**src/rtl/trace_pkg.sv**
```systemverilog
// Shared constants and types for the TPIU trace capture front-end.
// SYNC_WORD is the full TPIU sync in arrival order (bytes FF,FF,FF,7F).
package trace_pkg;

    localparam logic [31:0] SYNC_WORD   = 32'h7FFF_FFFF;
    localparam int          FRAME_BYTES = 16;
    localparam int          PIPE_DEPTH  = 3;

    typedef enum logic {
        HUNT   = 1'b0,
        SYNCED = 1'b1
    } state_t;

endpackage

```
**src/rtl/tpiu_byte_pipe.sv**
```systemverilog
// tpiu_byte_pipe: 3-deep byte delay line so sync preamble bytes can be retracted.
// Ports: ext_clock/resetn, i_push/i_byte in, i_flush drops all, o_pop_valid/o_pop_data out.
module tpiu_byte_pipe
    import trace_pkg::*;
(
    input  logic       ext_clock,
    input  logic       resetn,
    input  logic       i_push,
    input  logic       i_flush,
    input  logic [7:0] i_byte,
    output logic       o_pop_valid,
    output logic [7:0] o_pop_data
);

    logic [7:0]            r_byte [PIPE_DEPTH];
    logic [PIPE_DEPTH-1:0] r_vld;

    // Oldest entry leaves only when a new byte arrives into a full line.
    assign o_pop_valid = i_push && !i_flush && r_vld[PIPE_DEPTH-1];
    assign o_pop_data  = r_byte[PIPE_DEPTH-1];

    always_ff @(posedge ext_clock or negedge resetn) begin
        if (!resetn) begin
            r_vld <= '0;
            for (int i = 0; i < PIPE_DEPTH; i++) begin
                r_byte[i] <= '0;
            end
        end else if (i_flush) begin
            r_vld <= '0;
        end else if (i_push) begin
            r_vld     <= {r_vld[PIPE_DEPTH-2:0], 1'b1};
            r_byte[0] <= i_byte;
            for (int i = 1; i < PIPE_DEPTH; i++) begin
                r_byte[i] <= r_byte[i-1];
            end
        end
    end

endmodule

```
**src/rtl/tpiu_frame_sync.sv**
```systemverilog
// tpiu_frame_sync: deserializes the 4-bit TPIU port, locks on full sync, strips sync bytes.
// Ports: ext_clock, resetn, TRCENA, TRACEDATA[3:0], I_clear in; O_data, O_data_valid,
//        O_frame_start, O_synced, O_resync_count out (all registered).
module tpiu_frame_sync
    import trace_pkg::*;
#(
    parameter logic [31:0] pSYNC_WORD   = SYNC_WORD,
    parameter int          pFRAME_BYTES = FRAME_BYTES,
    parameter int          pCNT_WIDTH   = 8
) (
    input  logic                  ext_clock,
    input  logic                  resetn,
    input  logic                  TRCENA,
    input  logic [3:0]            TRACEDATA,
    input  logic                  I_clear,
    output logic [7:0]            O_data,
    output logic                  O_data_valid,
    output logic                  O_frame_start,
    output logic                  O_synced,
    output logic [pCNT_WIDTH-1:0] O_resync_count
);

    localparam int IDX_W = $clog2(pFRAME_BYTES);

    state_t           r_state;
    logic [31:0]      r_sr;
    logic             r_phase;
    logic [IDX_W-1:0] r_idx;

    logic [31:0] w_sr_next;
    logic        w_hit;
    logic        w_byte_done;
    logic        w_push;
    logic        w_flush;
    logic        w_misalign;
    logic        w_pop_valid;
    logic [7:0]  w_pop_data;

    // New nibble enters at the top, so the lo nibble of a byte sits below its hi nibble.
    assign w_sr_next   = {TRACEDATA, r_sr[31:4]};
    assign w_hit       = TRCENA && (w_sr_next == pSYNC_WORD);
    assign w_byte_done = TRCENA && (r_state == SYNCED) && r_phase;
    // The 7F that completes an aligned sync is never pushed.
    assign w_push      = w_byte_done && !w_hit;
    assign w_flush     = !TRCENA || w_hit;
    assign w_misalign  = w_hit && (r_state == SYNCED) && !r_phase;

    tpiu_byte_pipe u_pipe (
        .ext_clock   (ext_clock),
        .resetn      (resetn),
        .i_push      (w_push),
        .i_flush     (w_flush),
        .i_byte      (w_sr_next[31:24]),
        .o_pop_valid (w_pop_valid),
        .o_pop_data  (w_pop_data)
    );

    always_ff @(posedge ext_clock or negedge resetn) begin
        if (!resetn) begin
            r_state       <= HUNT;
            r_sr          <= '0;
            r_phase       <= 1'b0;
            r_idx         <= '0;
            O_data        <= '0;
            O_data_valid  <= 1'b0;
            O_frame_start <= 1'b0;
            O_synced      <= 1'b0;
        end else if (!TRCENA) begin
            r_state       <= HUNT;
            r_sr          <= '0;
            r_phase       <= 1'b0;
            O_data_valid  <= 1'b0;
            O_frame_start <= 1'b0;
            O_synced      <= 1'b0;
        end else begin
            r_sr          <= w_sr_next;
            O_data_valid  <= w_pop_valid;
            O_frame_start <= w_pop_valid && (r_idx == '0);
            if (w_pop_valid) begin
                O_data <= w_pop_data;
                r_idx  <= r_idx + 1'b1;
            end
            unique case (r_state)
                HUNT: begin
                    if (w_hit) begin
                        r_state  <= SYNCED;
                        O_synced <= 1'b1;
                        r_phase  <= 1'b0;
                        r_idx    <= '0;
                    end
                end
                SYNCED: begin
                    // Any hit restarts framing; the next nibble is a lo nibble.
                    if (w_hit) begin
                        r_phase <= 1'b0;
                        r_idx   <= '0;
                    end else begin
                        r_phase <= ~r_phase;
                    end
                end
            endcase
        end
    end

    always_ff @(posedge ext_clock or negedge resetn) begin
        if (!resetn) begin
            O_resync_count <= '0;
        end else if (I_clear) begin
            O_resync_count <= '0;
        end else if (w_misalign && (O_resync_count != '1)) begin
            O_resync_count <= O_resync_count + 1'b1;
        end
    end

endmodule

```
**config.mk**
```make
export PLATFORM = sky130hd
export DESIGN_NAME = tpiu_frame_sync
export DESIGN_NICKNAME = d
export VERILOG_FILES = /design/src/rtl/trace_pkg.sv /design/src/rtl/tpiu_byte_pipe.sv /design/src/rtl/tpiu_frame_sync.sv
export SDC_FILE = /design/constraint.sdc
export NUM_CORES = 1
export LEC_CHECK = 0
export ABC_AREA = 1
export CAP_MARGIN = 30
export CELL_PAD_IN_SITES_DETAIL_PLACEMENT = 1
export CELL_PAD_IN_SITES_GLOBAL_PLACEMENT = 2
export CORE_ASPECT_RATIO = 1.4
export CORE_MARGIN = 4
export CORE_UTILIZATION = 38
export DETAILED_ROUTE_END_ITERATION = 8
export PLACE_DENSITY_LB_ADDON = 0.1
export SYNTH_ARGS = -nofsm -noshare
export SYNTH_HDL_FRONTEND = slang
export SYNTH_SLANG_ARGS = --single-unit
```
**constraint.sdc**
```tcl
create_clock -name ext_clock -period 4.92 [get_ports ext_clock]
set_clock_uncertainty 0.15 [all_clocks]
set_input_delay 0.984 -clock ext_clock [delete_from_list [all_inputs] [get_ports ext_clock]]
set_output_delay 0.984 -clock ext_clock [all_outputs]
set_load 0.02 [all_outputs]
```
# Word level (Yosys, flattened, before mapping)

Index checks and enable logic that the tools add are counted.

Register bits after elaboration: 84
Bits in latches: 0
Bits in writable memories: 0
Memory bits (read-only): 0
Logic and storage cells: 65
Memories kept: 0

Add/subtract/negate cells: 2
$mul: 0
Divide/modulo/power cells: 0
Magnitude comparators: 0
Equality and inequality tests: 5
Shift-type cells: 0
Multiplexer cells: 19
Bitwise gates (word level): 3
Reduce and logical (&&, ||, !) cells: 23

Operators by type and width:

| cell                                            | count |
|---|---|
| == test 32 x 31 -> 1 bit, second input constant | 1 |
| two-way mux 32 bit                              | 1 |
| two-way mux 8 bit                               | 2 |
| two-way mux 1 bit                               | 11 |
| logical AND 1 bit                               | 10 |
| adder 8 x 1 -> 8 bit, second input constant     | 1 |
| two-way mux 4 bit                               | 2 |
| != test 8 bit, second input constant            | 1 |
| AND reduction 2 bit                             | 4 |
| two-way mux 3 bit                               | 2 |
| nonzero test 2 bit                              | 3 |
| adder 4 x 1 -> 4 bit, second input constant     | 1 |
| zero test 1 bit                                 | 4 |
| zero test 4 bit                                 | 1 |
| != test 3 bit, second input constant            | 1 |
| inverter 1 bit                                  | 3 |
| != test 2 x 1 -> 1 bit, second input constant   | 1 |
| != test 2 bit, second input constant            | 1 |
| case mux 1 bit (2 select lines)                 | 1 |
| logical OR 1 bit                                | 1 |

# Logic depth before layout (Yosys ltp)

Depth in word-level cells: 8
Gate-level depth with buffers: 11
Mapped depth without buffers: 11

# Modules after synthesis

Synthesis repeated with hierarchy kept, for this count alone.

Cell total of the unflattened synthesis: 403
Area, all modules: 3494.6 um^2

Modules (own cells, without submodules):

| module          | instances | cells an instance | area an instance (um^2) |
|---|---|---|---|
| tpiu_frame_sync | 1         | 276               | 2318.5 |
| tpiu_byte_pipe  | 1         | 127               | 1176.1 |

# Least setup slack after synthesis

Ideal clock, no wire load.

Kind: input to register
Start point: in TRACEDATA[3]
End point: reg u_pipe.r_byte[8] in the netlist's numbering
Arrival: 1.862 ns
Slack: 2.791 ns
Stages on the path: 11
Path buffers: 1
Path through: inv_1 > nand2_1 > nor2_1 > nand2_1 > nor2_2 > nand2_2 > nand2_4 > inv_2 > buf_4 > nand2_1 > o21ai_2

Cells in the longest elaborated chain, start to end: 5
Elaborated cells between the ends (all ways): 7

Ends and longest elaborated chain:

| item                                                       | RTL line                                     | source |
|---|---|---|
| start: declaration                                         | tpiu_frame_sync.sv:14                        | `input logic [3:0] TRACEDATA,` |
| == test 32 x 31 -> 1 bit (*)                               | tpiu_frame_sync.sv:41                        | `assign w_hit = TRCENA && (w_sr_next == pSYNC_WORD);` |
| logical AND 1 bit (*)                                      | tpiu_frame_sync.sv:41                        |  |
| zero test 1 bit / logical OR 1 bit (equally long branches) | tpiu_frame_sync.sv:44, tpiu_frame_sync.sv:45 |  |
| logical AND 1 bit / inverter 1 bit (equally long branches) | n/a                                          |  |
| AND reduction 2 bit (no source line) (*)                   | n/a                                          |  |
| end signal: indexed assignment                             | tpiu_byte_pipe.sv:34                         | `r_byte[i] <= r_byte[i-1];` |
| end: declaration                                           | tpiu_byte_pipe.sv:15                         | `logic [7:0] r_byte [PIPE_DEPTH];` |

Mark *: on every way between the ends. The rest lies on a longest branch, timed or not.
A chain may end at the register's enable or synchronous reset.

# Worst setup path in the final report

Start point: in TRCENA
End point: reg O_data[0]

Cells in the longest elaborated chain, start to end: 6
Elaborated cells between the ends (all ways): 11

Ends and longest elaborated chain:

| item                                                         | RTL line                                    | source |
|---|---|---|
| start: declaration                                           | tpiu_frame_sync.sv:13                       | `input logic TRCENA,` |
| logical AND 1 bit, or another cell as far along (2 in a row) | tpiu_frame_sync.sv:42                       | `assign w_byte_done = TRCENA && (r_state == SYNCED) && r_phase;` |
| logical AND 1 bit / zero test 1 bit (equally long branches)  | tpiu_frame_sync.sv:44, tpiu_byte_pipe.sv:19 |  |
| logical AND 1 bit (2 in a row)                               | tpiu_byte_pipe.sv:19                        | `assign o_pop_valid = i_push && !i_flush && r_vld[PIPE_DEPTH-1];` |
| AND reduction 2 bit (no source line) (*)                     | n/a                                         |  |
| end signal: assignment                                       | tpiu_frame_sync.sv:80                       | `O_data <= w_pop_data;` |
| end: declaration                                             | tpiu_frame_sync.sv:16                       | `output logic [7:0] O_data,` |

Marks and branches as above.

==> results_dict.tcl <==
set metrics [dict create \
    cp_max_fo 31 \
    viasPerCell 4.63 \
    avgSynthCellArea_um2 8.96 \
    final_nets 410 \
    routed_wirelength_um 6570 \
    regArea_um2 2000 \
    cts_sinks 80 \
    totalPowerFinal_mw 1.44 \
    required_ns 4.99 \
    yosys_warnings 0 \
    die_x_um 87.0 \
    wl_per_cell_um 12.9 \
    p_leak_nw 2.19 \
    setup_viol 0 \
    antenna_found_initial 0 \
    design.die.area_um2 10300 \
    postRouteAntennaNets 0 \
    drtIter0Drc 97 \
    die_h_um 119 \
    rr_endpoint "O_resync_count[5]" \
    drv_cap 0 \
    synth_cell_types 26 \
    rsz0062_at_grt "no" \
    cts.htree.levels 3 \
    multiInputGateArea_um2 1050 \
    holdPathEnd "r_sr[5]" \
    grt-ovfl-total 0 \
    cp_common_cell "nand2_1" \
    place_hpwl_um 4480 \
    yosysSeqAreaShare_pct 60.2 \
    ys_seq_elements 80 \
    drc 0 \
    drive_above_1_share_pct 8.44 \
    ios 27 \
    root_buffer "clkbuf_16" \
    max_slew_margin_pct 66.3 \
    r2r_start "O_resync_count[0]" \
    final_common_cell "nand2_1" \
    holdPathStages 2 \
    drv_slew 0 \
    cp-end-kind "flop" \
    cts_tree "yes" \
    syn-instance-count 371 \
    arrival_ns 2.89 \
    reg2reg_depth 7 \
    finalCritPeriodShare_pct 57.4 \
    post-cts-setup-buffers 0 \
    track_usage_pct 14.3 \
    cp-start-kind "input pin" \
    slowest_stage "clkdlybuf4s50_1" \
    grt_pass1_wl_um 11500 \
    worst_path_largest_cell_delay_ns 0.78 \
    netlist_area_um2 3320 \
    n_antenna_cell 0 \
    ctsResizeCount 0 \
    start_util_pct 38.8 \
    syn2layout_area_growth_pct 20.1 \
    fill_cells 989 \
    gp_congestion 0.687 \
    crit_type "input pin to flop" \
    clk_pin_slew_ns 0.06 \
    row_count 40 \
    reg2reg_slack_ns 2.93 \
    tns_ns 0 \
    tightestPinTransition_ns 0.504 \
    max_freq_ghz 0.354 \
    drtPass1Iterations 4 \
    vias 2350 \
    synth_nets 382 \
    holdBufCountCts 0 \
    portBuffers 26 \
    final_cell_mix "nand2_1 (146), dfrtp_1 (80), inv_1 (51), clkdlybuf4s50_1 (25), nand3_1 (16)" \
    crit_chain "clkdlybuf4s50_1 > and3_1 > nand2_4 > nor2_4 > inv_2 > nand2_1 > nand2_1" \
    clockBufferDepth 2 \
    fp.coreArea_um2 8560 \
    status "finished clean" \
    power_density_nw_per_um2 361 \
    clkLatencyLatePin_ns 0.33 \
    cts_inserted_buffers 9 \
    grt_max_degree 55 \
    fin_crit_ns 2.82 \
    min_path_type "flop to flop" \
    hold_viol 0 \
    grt_pass1_vias 2438 \
    ir_worst_vdd_mv 0.172 \
    worstHoldStart "r_sr[9]" \
]
==> through the flow <==
| stage | std cells | setup slack, ns | utilization (%) | area, µm² | hold slack, ns |
|---|---|---|---|---|---|
| 2_1_floorplan | 371 | 2.79 | - | 3320 | 0.286 |
| 3_3_place_gp | 492 | 1.74 | 42.6 | 3640 | 0.292 |
| 3_5_place_dp | 493 | 1.69 | 42.9 | 3670 | 0.300 |
| 4_1_cts | 508 | 2.03 | 46.7 | 3990 | 0.313 |
| 5_1_grt | 508 | 1.78 | 46.7 | 3990 | 0.344 |
| 6_report | 508 | 2.10 | 46.7 | 3990 | 0.312 |
==> report_power, final <==
group,switching (mW),leakage (nW),internal (mW)
clock,0.249,0.159,0.468
sequential,0.00715,1.07,0.672
combinational,0.0300,0.954,0.0152
==> critical path: cells and delay by family <==
| kind | cells | cell delay [ns] |
|---|---|---|
| buf+inv | 2 | 0.93 |
| simple gates | 5 | 0.98 |
==> synthesized netlist by cell type, drive strengths merged <==
cell    count  share of area, %
a21oi       1              0.15
and3        1              0.19
buf         8               2.0
clkbuf      3              0.34
dfrtp      80                60
ha          3               1.1
inv        53               6.0
nand2     148                17
nand3      17               2.7
nand4       9               1.7
nor2       21               3.0
o21ai      18               3.4
o22ai       2              0.38
xnor2       1              0.26
xor2        6               1.6
==> metal layers <==
| metal | GRT usage (%) | vias up | share of wire, % |
|---|---|---|---|
| met5 | 0 | - | 0 |
| met4 | 6.43 | 0 | 2.3 |
| met3 | 4.18 | 12 | 3.5 |
| met2 | 23.3 | 29 | 52 |
| met1 | 17.2 | 1129 | 43 |
| li1 | - | 1180 | - |
==> worst max-delay path by stage <==
stage,startpoint,to
detailed placement,TRCENA,O_data[0]
finish,TRCENA,O_data[0]
global route,TRCENA,O_data[0]
global placement,TRCENA,O_data[0]
CTS,TRCENA,O_data[0]
floorplan,TRACEDATA[3],u_pipe.r_byte[8]
==> flip-flops by register name, indices dropped and copies added (netlist names) <==
register and cells:
O_synced 1, O_resync_count 8, u_pipe.r_byte 16, r_idx 4, O_frame_start 1, r_phase 1, r_sr 28, u_pipe.o_pop_data 8
O_data 8, O_data_valid 1, r_state 1, u_pipe.r_vld 3
==> cells by family (layout without fill, tap and decap cells) <==
family	Yosys count	after routing	share of synthesized area, %
flip-flops	80	80	60.2
XOR/XNOR	7	7	1.84
adder cells (fa/ha/maj)	3	3	1.13
AND/OR/NAND/NOR	196	196	24.6
AO/OA/AOI/OAI	21	21	3.92
buffers and inverters	64	96	8.28
==> final cells by class <==
class | instances | area share [%]
Sequential cell | 80 | 50.1
Multi-Input combinational cell | 227 | 26.2
Timing Repair Buffer | 28 | 7.33
Clock buffer | 12 | 6.42
Inverter | 53 | 4.98
Tap cell | 105 | 3.29
Clock inverter | 3 | 1.63
(Power assumes the default switching activity.)
